[config.mk]
export PLATFORM = sky130hd
export DESIGN_NAME = serial_add_ctrl
export DESIGN_NICKNAME = d
export VERILOG_FILES = /design/src/rtl/serial_add_ctrl_pkg.sv /design/src/rtl/serial_add_ctrl_add4.sv /design/src/rtl/serial_add_ctrl.sv
export SDC_FILE = /design/constraint.sdc
export NUM_CORES = 1
export LEC_CHECK = 0
export CORE_MARGIN = 8
export CORE_UTILIZATION = 38
export CTS_CLUSTER_SIZE = 28
export DETAILED_ROUTE_END_ITERATION = 6
export GPL_ROUTABILITY_DRIVEN = 0
export GPL_TIMING_DRIVEN = 0
export SYNTH_ARGS = -nofsm -noshare
export SYNTH_HDL_FRONTEND = slang
export SYNTH_SLANG_ARGS = --single-unit
[constraint.sdc]
create_clock -name clk -period 7.05 [get_ports clk]
set_input_delay 1.0575 -clock clk [delete_from_list [all_inputs] [get_ports clk]]
set_output_delay 1.0575 -clock clk [all_outputs]
set_load 0.01 [all_outputs]
[src/rtl/serial_add_ctrl_pkg.sv]
// Shared types and helpers for the nibble-serial adder sequencer.
package serial_add_ctrl_pkg;

    // Sequencer states; encodings are fixed so other blocks can decode them.
    typedef enum logic [1:0] {
        S_IDLE = 2'd0,
        S_RUN  = 2'd1,
        S_DONE = 2'd2
    } state_e;

    // Width of one datapath slice.
    localparam int NIBBLE_W = 4;

    // Counter width: ceil(log2(nib)), never below one bit.
    function automatic int cnt_width(input int nib);
        return (nib <= 1) ? 1 : $clog2(nib);
    endfunction

endpackage

[src/rtl/serial_add_ctrl_add4.sv]
// 4-bit ripple-carry adder used as the nibble datapath of serial_add_ctrl.
module add4 (
    input  logic [3:0] a,
    input  logic [3:0] b,
    input  logic       ci,
    output logic [3:0] s,
    output logic       co
);

    logic [4:0] c;

    assign c[0] = ci;

    // Four full adders chained through c[].
    for (genvar i = 0; i < 4; i++) begin : g_fa
        assign s[i]   = a[i] ^ b[i] ^ c[i];
        assign c[i+1] = (a[i] & b[i]) | (c[i] & (a[i] ^ b[i]));
    end

    assign co = c[4];

endmodule

[src/rtl/serial_add_ctrl.sv]
// Multi-word add/sub front end: runs one N-bit operation through a single
// add4 slice over NIB cycles, LS nibble first, carry held between nibbles.
module serial_add_ctrl
    import serial_add_ctrl_pkg::*;
#(
    parameter int N   = 16,
    parameter int NIB = N / 4
) (
    input  logic         clk,
    input  logic         rst_n,
    input  logic         start,
    input  logic         sub,
    input  logic         cin,
    input  logic [N-1:0] a,
    input  logic [N-1:0] b,
    output logic         busy,
    output logic         done,
    output logic [N-1:0] so,
    output logic         co,
    output logic         ovf
);

    localparam int CW = cnt_width(NIB);
    localparam logic [CW-1:0] CNT_LAST = CW'(NIB - 1);

    state_e          state_q, state_d;
    logic [N-1:0]    a_sh_q, a_sh_d;
    logic [N-1:0]    b_sh_q, b_sh_d;
    logic [N-1:0]    r_sh_q, r_sh_d;
    logic            carry_q, carry_d;
    logic [CW-1:0]   cnt_q, cnt_d;
    logic [N-1:0]    so_q, so_d;
    logic            co_q, co_d;
    logic            ovf_q, ovf_d;

    logic [3:0]      nib_sum;
    logic            nib_co;
    logic            msb_cin;
    logic [N+3:0]    r_cat;
    logic [N-1:0]    r_next;

    // Nibble datapath: always fed from the low nibble of the operand shifters.
    add4 u_add4 (
        .a  (a_sh_q[3:0]),
        .b  (b_sh_q[3:0]),
        .ci (carry_q),
        .s  (nib_sum),
        .co (nib_co)
    );

    // Result shifter input: new nibble enters at the top. Concatenating
    // before the shift keeps this valid for N=4, where there is no old part.
    assign r_cat  = {nib_sum, r_sh_q};
    assign r_next = r_cat[N+3:4];

    // Carry into the sign bit, recovered from the last slice's sum bit.
    assign msb_cin = a_sh_q[3] ^ b_sh_q[3] ^ nib_sum[3];

    // Next-state and datapath control; every register holds by default.
    always_comb begin
        state_d = state_q;
        a_sh_d  = a_sh_q;
        b_sh_d  = b_sh_q;
        r_sh_d  = r_sh_q;
        carry_d = carry_q;
        cnt_d   = cnt_q;
        so_d    = so_q;
        co_d    = co_q;
        ovf_d   = ovf_q;

        unique case (state_q)
            S_IDLE, S_DONE: begin
                if (start) begin
                    // Subtract is a + ~b + 1; cin is ignored in that mode.
                    a_sh_d  = a;
                    b_sh_d  = sub ? ~b : b;
                    carry_d = sub ? 1'b1 : cin;
                    cnt_d   = '0;
                    state_d = S_RUN;
                end else begin
                    state_d = S_IDLE;
                end
            end
            S_RUN: begin
                a_sh_d  = a_sh_q >> 4;
                b_sh_d  = b_sh_q >> 4;
                r_sh_d  = r_next;
                carry_d = nib_co;
                cnt_d   = cnt_q + 1'b1;
                if (cnt_q == CNT_LAST) begin
                    // Final slice: publish result, carry and signed overflow.
                    so_d    = r_next;
                    co_d    = nib_co;
                    ovf_d   = msb_cin ^ nib_co;
                    state_d = S_DONE;
                end
            end
            default: state_d = S_IDLE;
        endcase
    end

    // State and datapath registers; synchronous reset drops any operation.
    always_ff @(posedge clk) begin
        if (!rst_n) begin
            state_q <= S_IDLE;
            a_sh_q  <= '0;
            b_sh_q  <= '0;
            r_sh_q  <= '0;
            carry_q <= 1'b0;
            cnt_q   <= '0;
            so_q    <= '0;
            co_q    <= 1'b0;
            ovf_q   <= 1'b0;
        end else begin
            state_q <= state_d;
            a_sh_q  <= a_sh_d;
            b_sh_q  <= b_sh_d;
            r_sh_q  <= r_sh_d;
            carry_q <= carry_d;
            cnt_q   <= cnt_d;
            so_q    <= so_d;
            co_q    <= co_d;
            ovf_q   <= ovf_d;
        end
    end

    assign busy = (state_q == S_RUN);
    assign done = (state_q == S_DONE);
    assign so   = so_q;
    assign co   = co_q;
    assign ovf  = ovf_q;

endmodule

==> run summary, run 1 <==
The highest net fanout along the worst path is 10. Global routing used roughly 15% of the available met1 tracks. The final critical path time including I/O delays and setup came out at 2.85 ns.

The final core area utilization came out at between 50% and 60%. The required arrival time at the worst endpoint is 5.99 ns. The start of the worst register-to-register path is a_sh_q[0]. Derived from the worst setup path, the maximum achievable clock frequency is 351 MHz. The placed instances occupy a cell area of roughly 3700 sq um. The total number of H-tree levels came out at 3. After floorplanning, the core was divided into 32 placement rows. Counting the buffers created by CTS gives 9.

The via count of the first global-routing pass is roughly 2500. The total routing usage reported by global routing is 13.2%. The unique cell type count in the Yosys netlist came out at 29. Port buffering added 54 buffers. The wire length of the first global-routing pass is 11800 um. The later-pin clock latency in the skew report is around 0.34 ns.

In this run the deepest clock path goes through 2 buffers. The number of buffers inserted by hold repair at cts is 0. The slew at the pin closest to its max-slew limit came out at 0.473 ns.

The post-route DRC violation count came out at 0. The routed wire length per instance came out at approximately 14 um. The total vias in the final route came out at 2415. In this run the most used layer during global routing was met2. Setup repair after global routing left no endpoint under its margin. Detailed placement finished with a half-perimeter wire length of about 5300 um. The flop-to-flop setup slack is 4.62 ns. The largest individual stage delay along the critical path comes from the cell sky130_fd_sc_hd__clkdlybuf4s50_1. The post-placement setup slack is 4.57 ns.

Across all setup checks in the final design, the least slack found is between 4 and 5 ns. The core region is 7690 sq um. The final cell area excluding filler cells is about 3900 sq um. The flow ran to the end, and the final reports show no timing, DRC or antenna violations. The number of antenna diodes in the final layout is 0. Summing the sequential cell areas from Yosys gives ~45% of the chip area. The cell area after technology mapping is roughly 3000 sq um. The die covers 11000 sq um. The global route total overflow came out at 0. The number of antenna violations at the first check in global routing is 0. In this run, synthesis produced a sequential element count of between 60 and 70. The initial core utilization came out at 38.9%.

The maximum number of pins on one net before global-route repair is 11. The synthesized instance count came out at ~330. The number of cells on the worst reg-to-reg path is 10.

The final critical path takes up roughly 40% of the cycle. The DRC violation total after the first TritonRoute iteration came out at 55. On the worst path, the slowest cell contributes a delay of around 0.58 ns. The total number of clock tree sinks came out at 67.

The global-route met2 utilization came out at between 20% and 30%. The worst hold path terminates at so[8]. The number of top-level design ports is 57. The number of setup violations in the final report is 0. The worst hold path passes through 2 cells. The final worst clock skew is roughly 0.0092 ns.

The met3 usage came out at approximately 3.9%. The power density normalized to cell area is between 200 and 250 nW/um^2. The clock tree from TritonCTS is yes.

Data on the critical path arrives at its endpoint at roughly 1.8 ns. The remaining number of nets flagged by the antenna check after routing is 0. The critical path goes through nand2b_2, inv_2, buf_2, clkdlybuf4s50_1. The endpoint of the lowest-slack register-to-register path is ovf. Using the TritonRoute via totals, the vias-per-cell ratio works out to 4.84.

The post-route non-filler standard cell count is 499. The final wirelength came out at between 7000 and 8000 um. The worst setup path is captured at a primary output. The worst setup path is of the reg -> out kind. For the final routed database, the setup TNS stands at 0 ns.

The worst setup path is launched from a flop. Once the clock tree was built, the setup fixing pass inserted 0 buffers. The worst relative slew slack is 68.5%. The share of layout cells above drive strength 1 came out at a little under a tenth. The tool flagged a number of max-cap violations equal to 0. The width of the chip is ~100 um. The number of nets in the synthesized netlist is 370. The number of placed cells counting well taps came out at about 480. The area growth from synthesis to final layout is 29.3%.

The startpoint identified for the worst hold timing path is so[8]. In this run the static leakage power is ~1.5 nW. The clock edge transition at the registers on the reported setup and hold paths is approximately 0.060 ns. The iteration count of the initial detailed-routing pass came out at 4. The final hold violation count is 0. The number of slew-limit violations in the final report came out at 0. The layout net count came out at between 400 and 500. The count of yosys warnings during synthesis is 0. In this run the clock root is driven by a sky130_fd_sc_hd__clkbuf_8.

The mean instance size in the synthesized netlist came out at between 9 and 10 sq um. In this run the worst hold path is classified as reg -> reg. IR analysis of the VDD net gives a maximum drop of 0.0000928 V. In this run the vertical extent of the chip is 105 um.

The total of cells resized after clock tree synthesis came out at 0.
-- cells in the mapped netlist --
master | instances | share of area (%)
sky130_fd_sc_hd__a21boi_0 | 10 | 2.5
sky130_fd_sc_hd__a21boi_1 | 47 | 12
sky130_fd_sc_hd__a22oi_1 | 24 | 6.0
sky130_fd_sc_hd__and2_1 | 2 | 0.42
sky130_fd_sc_hd__and3_1 | 2 | 0.42
sky130_fd_sc_hd__and3b_1 | 1 | 0.29
sky130_fd_sc_hd__buf_2 | 9 | 1.5
sky130_fd_sc_hd__buf_4 | 7 | 1.8
sky130_fd_sc_hd__buf_6 | 5 | 1.9
sky130_fd_sc_hd__clkbuf_1 | 8 | 1.0
sky130_fd_sc_hd__dfxtp_1 | 67 | 45
sky130_fd_sc_hd__fa_1 | 4 | 2.7
sky130_fd_sc_hd__ha_1 | 2 | 0.84
sky130_fd_sc_hd__inv_1 | 7 | 0.88
sky130_fd_sc_hd__inv_2 | 1 | 0.13
sky130_fd_sc_hd__nand2_1 | 63 | 7.9
sky130_fd_sc_hd__nand2b_1 | 1 | 0.21
sky130_fd_sc_hd__nand2b_2 | 1 | 0.29
sky130_fd_sc_hd__nand3_1 | 33 | 5.5
sky130_fd_sc_hd__nand3b_1 | 1 | 0.25
sky130_fd_sc_hd__nor2_1 | 2 | 0.25
sky130_fd_sc_hd__nor2b_1 | 2 | 0.42
sky130_fd_sc_hd__o211a_1 | 5 | 1.7
sky130_fd_sc_hd__o21a_1 | 2 | 0.50
sky130_fd_sc_hd__o21ai_0 | 1 | 0.17
sky130_fd_sc_hd__o22ai_1 | 1 | 0.21
sky130_fd_sc_hd__o2bb2ai_1 | 1 | 0.29
sky130_fd_sc_hd__xnor2_1 | 2 | 0.59
sky130_fd_sc_hd__xor2_1 | 16 | 4.7
-- per-stage QoR --
step	hold WS, ns	total power [mW]
floorplan	0.431	0.488
global placement	0.441	0.533
detailed placement	0.444	0.535
CTS	0.453	0.864
global route	0.465	0.895
finish	0.449	0.856
-- power by group --
part,internal [mW],switching (mW)
Clock,0.193,0.138
Sequential,0.396,0.0122
Combinational,0.0583,0.0579
Total,0.648,0.208
-- logic make-up after synthesis --
kind of cell,count (synthesis),share of synthesized area (%)
XOR/XNOR,18,5.27
buffers and inverters,37,7.16
AO/OA/AOI/OAI,91,23.2
adder cells (fa/ha/maj),6,3.52
flip-flops,67,44.9
AND/OR/NAND/NOR,108,16.0
-- state kept, by name, summed over array words and instances (netlist names) --
register,count
ovf,1
co,1
so,16
r_sh_q,12
state_q,2
b_sh_q,16
cnt_q,2
carry_q,1
a_sh_q,16
-- routing by layer --
layer / share of wire [%] / vias up
li1: - / 1242
met1: 47 / 1107
met2: 47 / 55
met3: 5.0 / 11
met4: 1.5 / 0
met5: 0 / -
-- how the worst max path moves through the flow --
stage                     slack, ns  cells past startpoint        from   end
after floorplan                4.74                     10   a_sh_q[0]   ovf
after global placement         4.57                      4  state_q[0]  busy
after detailed placement       4.57                      4  state_q[0]  busy
after CTS                      4.20                      4  state_q[0]  busy
after global routing           4.12                      4  state_q[0]  busy
final                          4.20                      4  state_q[0]  busy
-- layout by cell type (no fill, tap or decap), types with 4 or more instances in the layout --
master / n
sky130_fd_sc_hd__a21boi_0: 10
sky130_fd_sc_hd__nand3_1: 33
sky130_fd_sc_hd__nand2_1: 63
sky130_fd_sc_hd__clkbuf_1: 11
sky130_fd_sc_hd__o211a_1: 5
sky130_fd_sc_hd__buf_2: 9
sky130_fd_sc_hd__buf_4: 7
sky130_fd_sc_hd__buf_6: 5
sky130_fd_sc_hd__a21boi_1: 47
sky130_fd_sc_hd__a22oi_1: 24
sky130_fd_sc_hd__dfxtp_1: 67
sky130_fd_sc_hd__clkbuf_8: 12
sky130_fd_sc_hd__clkdlybuf4s50_1: 54
sky130_fd_sc_hd__fa_1: 4
sky130_fd_sc_hd__xor2_1: 16
sky130_fd_sc_hd__inv_1: 7
-- worst max-delay path, delay by kind of cell, from the launching register on --
family        cells  cell delay, ns
flops             1            0.45
buf+inv           3            0.88
simple gates      1            0.13
-- final cells by class --
cell class	count	area (sq um)
flip-flops and latches	67	1340
well taps	102	128
inverters	8	30.0
multi-input cells	223	1430
plain buffers	29	184
repair buffers	54	541
clock inverters	1	30.0
fillers	793	3820
clock buffers	15	176
(Power assumes the default switching activity.)
==> run 2: changes to the inputs <==
==> constraint.sdc (replaced) <==
create_clock -name clk -period 2.3 [get_ports clk]
set_input_delay 0.345 -clock clk [delete_from_list [all_inputs] [get_ports clk]]
set_output_delay 0.345 -clock clk [all_outputs]
set_load 0.01 [all_outputs]
==> run 2 against run 1 <==
Against the previous run: wire length hardly changed; cell area increased by 0.42%; combinational power rose to 3.1 times the previous value; sequential power rose to 3.1 times the previous value; setup slack lost 4.2 ns; hold slack got worse by 0.099 ns; critical endpoint is now ovf; clock skew grew 0.00088 ns.
==> run summary, run 2 (synthesized netlist as in run 1, its figures left out) <==
Status: finished clean (unchanged). The clock network fraction of total power is 38.4% (was 38.7%). The highest attainable clock frequency came out at between 400 and 500 MHz. The later-pin clock latency in the skew report was 0.34 ns (about the same). Commonest cells after routing, fill and taps aside: 66 x sky130_fd_sc_hd__dfxtp_1, 63 x sky130_fd_sc_hd__nand2_1, 54 x sky130_fd_sc_hd__clkdlybuf4s50_1 (was 67 x sky130_fd_sc_hd__dfxtp_1, 63 x sky130_fd_sc_hd__nand2_1, 54 x sky130_fd_sc_hd__clkdlybuf4s50_1). The worst relative slew slack is 69.1% (was 68.5%).

The DRC violation total after the first TritonRoute iteration is 79 (was 55). The met1 usage in global routing is 15.5% (was 15.4%). The overall die area came out at 11000 sq um (unchanged). The count of buffers from port buffering is 54 (unchanged). The HPWL after detailed placement is 5330 um (about the same). The number of placed cells counting well taps was 483 (unchanged). The initial core utilization came to 38.9% (unchanged).

The met3 usage is 4.30% (was 3.93%). The global-route met2 utilization is 22.4% (was 21.9%). The iteration count of the initial detailed-routing pass is 4 (unchanged).

The power density normalized to cell area came to 675 nW/um^2 (was 221 nW/um^2). The worst path buffer plus inverter count came out at 3 (unchanged). The number of antenna violations at the first check in global routing came out at 0 (unchanged). The element type at the critical path start is a flop (unchanged).

The cell at the root of the clock tree is sky130_fd_sc_hd__clkbuf_8 (unchanged). The cell family contributing the most delay on the critical path is adder cells (was buffers and inverters). The most common cell after layout, fill and taps aside is sky130_fd_sc_hd__dfxtp_1 (unchanged). The final hold violation count came out at 0 (unchanged). The maximum number of pins on one net before global-route repair is 11 (unchanged). The layout net count came out at 436 (was 435). Crit-path cells: fa_2, inv_2, fa_2, inv_2, fa_2, inv_2, fa_1, xnor2_1, xnor2_1, o2bb2ai_1 (was nand2b_2, inv_2, buf_2, clkdlybuf4s50_1). The floorplan row count is 32 (unchanged).

The share of layout cells above drive strength 1 is 11.1% (was 9.07%). The clock tree from TritonCTS is yes (unchanged). The total number of H-tree levels is 3 (unchanged). The combinational share of power came out at 13.8% (was 13.6%). The number of setup violations in the final report is 0 (unchanged). The type of the tightest min-delay check was in -> reg (was reg -> reg). The worst endpoint data arrival time is 2.57 ns (was 1.79 ns).

The fraction of power spent switching nets came out at 24.0% (was 24.3%). The final antenna diode count came out at 0 (unchanged). The post-route non-filler standard cell count came out at 500 (was 499).

The remaining number of nets flagged by the antenna check after routing was 0 (unchanged). The number of top-level design ports came to 57 (unchanged). The width of the chip came out at 105 um (unchanged).

The number of buffers added by the clock tree synthesis step came out at 9 (unchanged). The total routing usage reported by global routing came to 13.5% (was 13.2%). The busiest layer in global routing is met2 (unchanged). The core footprint came out at 7690 sq um (unchanged). The total power is 2.62 mW (was 0.856 mW). The number of fill cells in the layout is 798 (was 793). The wire length of the first global-routing pass is 11900 um (was 11800 um). The worst-case clock buffer depth is 2 (unchanged). The power dissipated by switching net loads is 0.629 mW (was 0.208 mW). The routed wire length per instance is 14.0 um (about the same).

The total number of clock tree sinks came to 67 (unchanged). The area growth from synthesis to final layout is 29.8% (was 29.3%). The via count of the first global-routing pass came to 2530 (was 2547). The slew at the pin closest to its max-slew limit was 0.463 ns (was 0.473 ns).

The post-route DRC violation count came out at 0 (unchanged). The worst path uses 99.5% of the clock period. The sequential cell fraction of total power was 47.8% (about the same). RSZ-0062 raised after global routing: true (was false). The element type at the critical path end is a flop (was primary output).

The largest stage delay on the critical path came out at 0.43 ns (was 0.58 ns). The count of max-cap constraint violations came out at 0 (unchanged). The number of buffers inserted by hold repair at cts came out at 0 (unchanged).

The per-cell via count in the routed design was 4.88 (was 4.84). The final worst clock skew is 0.0101 ns (was 0.00918 ns). The routed design could run at a clock period as short as 2.29 ns. The clock edge transition at the registers on the reported setup and hold paths is 0.07 ns (was 0.06 ns).

The height of the die came to 105 um (unchanged). The total vias in the final route was 2438 (was 2415). The final wirelength is 7020 um (was 7010 um). The global route total overflow came out at 0 (unchanged). The worst setup path category is reg -> reg (was reg -> out). The required arrival time at the worst endpoint came out at 2.58 ns (was 5.99 ns). The highest net fanout along the worst path is 2 (was 10).

The maximum resistive drop on vdd was 0.000274 V (was 0.0000928 V). The cell with the largest stage delay on the worst path is sky130_fd_sc_hd__fa_1 (was sky130_fd_sc_hd__clkdlybuf4s50_1). The cell leakage power is 1.48 nW (about the same). The number of slew-limit violations in the final report was 0 (unchanged). The internal power component came out at 1.99 mW (was 0.648 mW).
-- run 2: cell types whose count changed in the layout (fill, tap and decap cells not counted) --
cell,delta
sky130_fd_sc_hd__inv_2,+3
sky130_fd_sc_hd__fa_1,-3
sky130_fd_sc_hd__fa_2,+3
sky130_fd_sc_hd__dfxtp_1,-1
sky130_fd_sc_hd__buf_4,+1
sky130_fd_sc_hd__inv_1,-3
sky130_fd_sc_hd__dfxtp_2,+1
-- run 2: path summary, 6_finish.rpt --
check,startpoint,endpoint,slack [ns],cells after the start
min,rst_n,so[11],0.35,2
max,carry_q,ovf,0.01,10
max reg2reg,carry_q,ovf,0.01,10
min reg2reg,so[5],so[5],0.45,2
-- run 2: metal layers --
metal  up-vias  part of all wire [%]
met2        54                    49
met5         -                     0
met4         0                   1.7
met1      1123                    44
met3        11                   5.9
li1       1250                     -
-- run 2: layout make-up --
class	instances	area, sq um	share of cell area (%)
timing repair buffer	55	548	14.1
multi-input combinational	223	1440	37.1
inverter	8	30.0	0.774
clock inverter	1	30.0	0.774
clock buffer	15	176	4.55
buffer	29	184	4.74
tap	102	128	3.29
sequential	67	1340	34.6
-- run 2: what timing repair did --
| item | in CTS | in global routing |
|---|---|---|
| pin swaps | 4 | 0 |
| setup endpoints to repair | 1 | 1 |
| setup buffers | 1 | 0 |
| resized for setup | 2 | 0 |
-- run 2: power by group through the flow --
stage / logic, mW / clock network [mW] / registers, mW
finish: 0.363 / 1.01 / 1.25
global route: 0.406 / 1.10 / 1.26
CTS: 0.367 / 1.03 / 1.25
detailed placement: 0.362 / 0 / 1.28
global placement: 0.358 / 0 / 1.28
floorplan: 0.232 / 0 / 1.27
-- run 2: per-stage QoR --
step	setup slack [ns]	util [%]	hold slack [ns]	instance area, sq um	setup TNS [ns]
3_3_place_gp	-0.0480	47.7	0.441	3670	-0.0480
4_1_cts	-0.00000133	50.5	0.341	3880	-0.00000133
2_1_floorplan	0.0181	-	0.431	3000	0
5_1_grt	-0.114	50.5	0.341	3880	-0.114
6_report	0.0124	50.5	0.350	3880	0
3_5_place_dp	-0.0598	47.7	0.445	3670	-0.0598
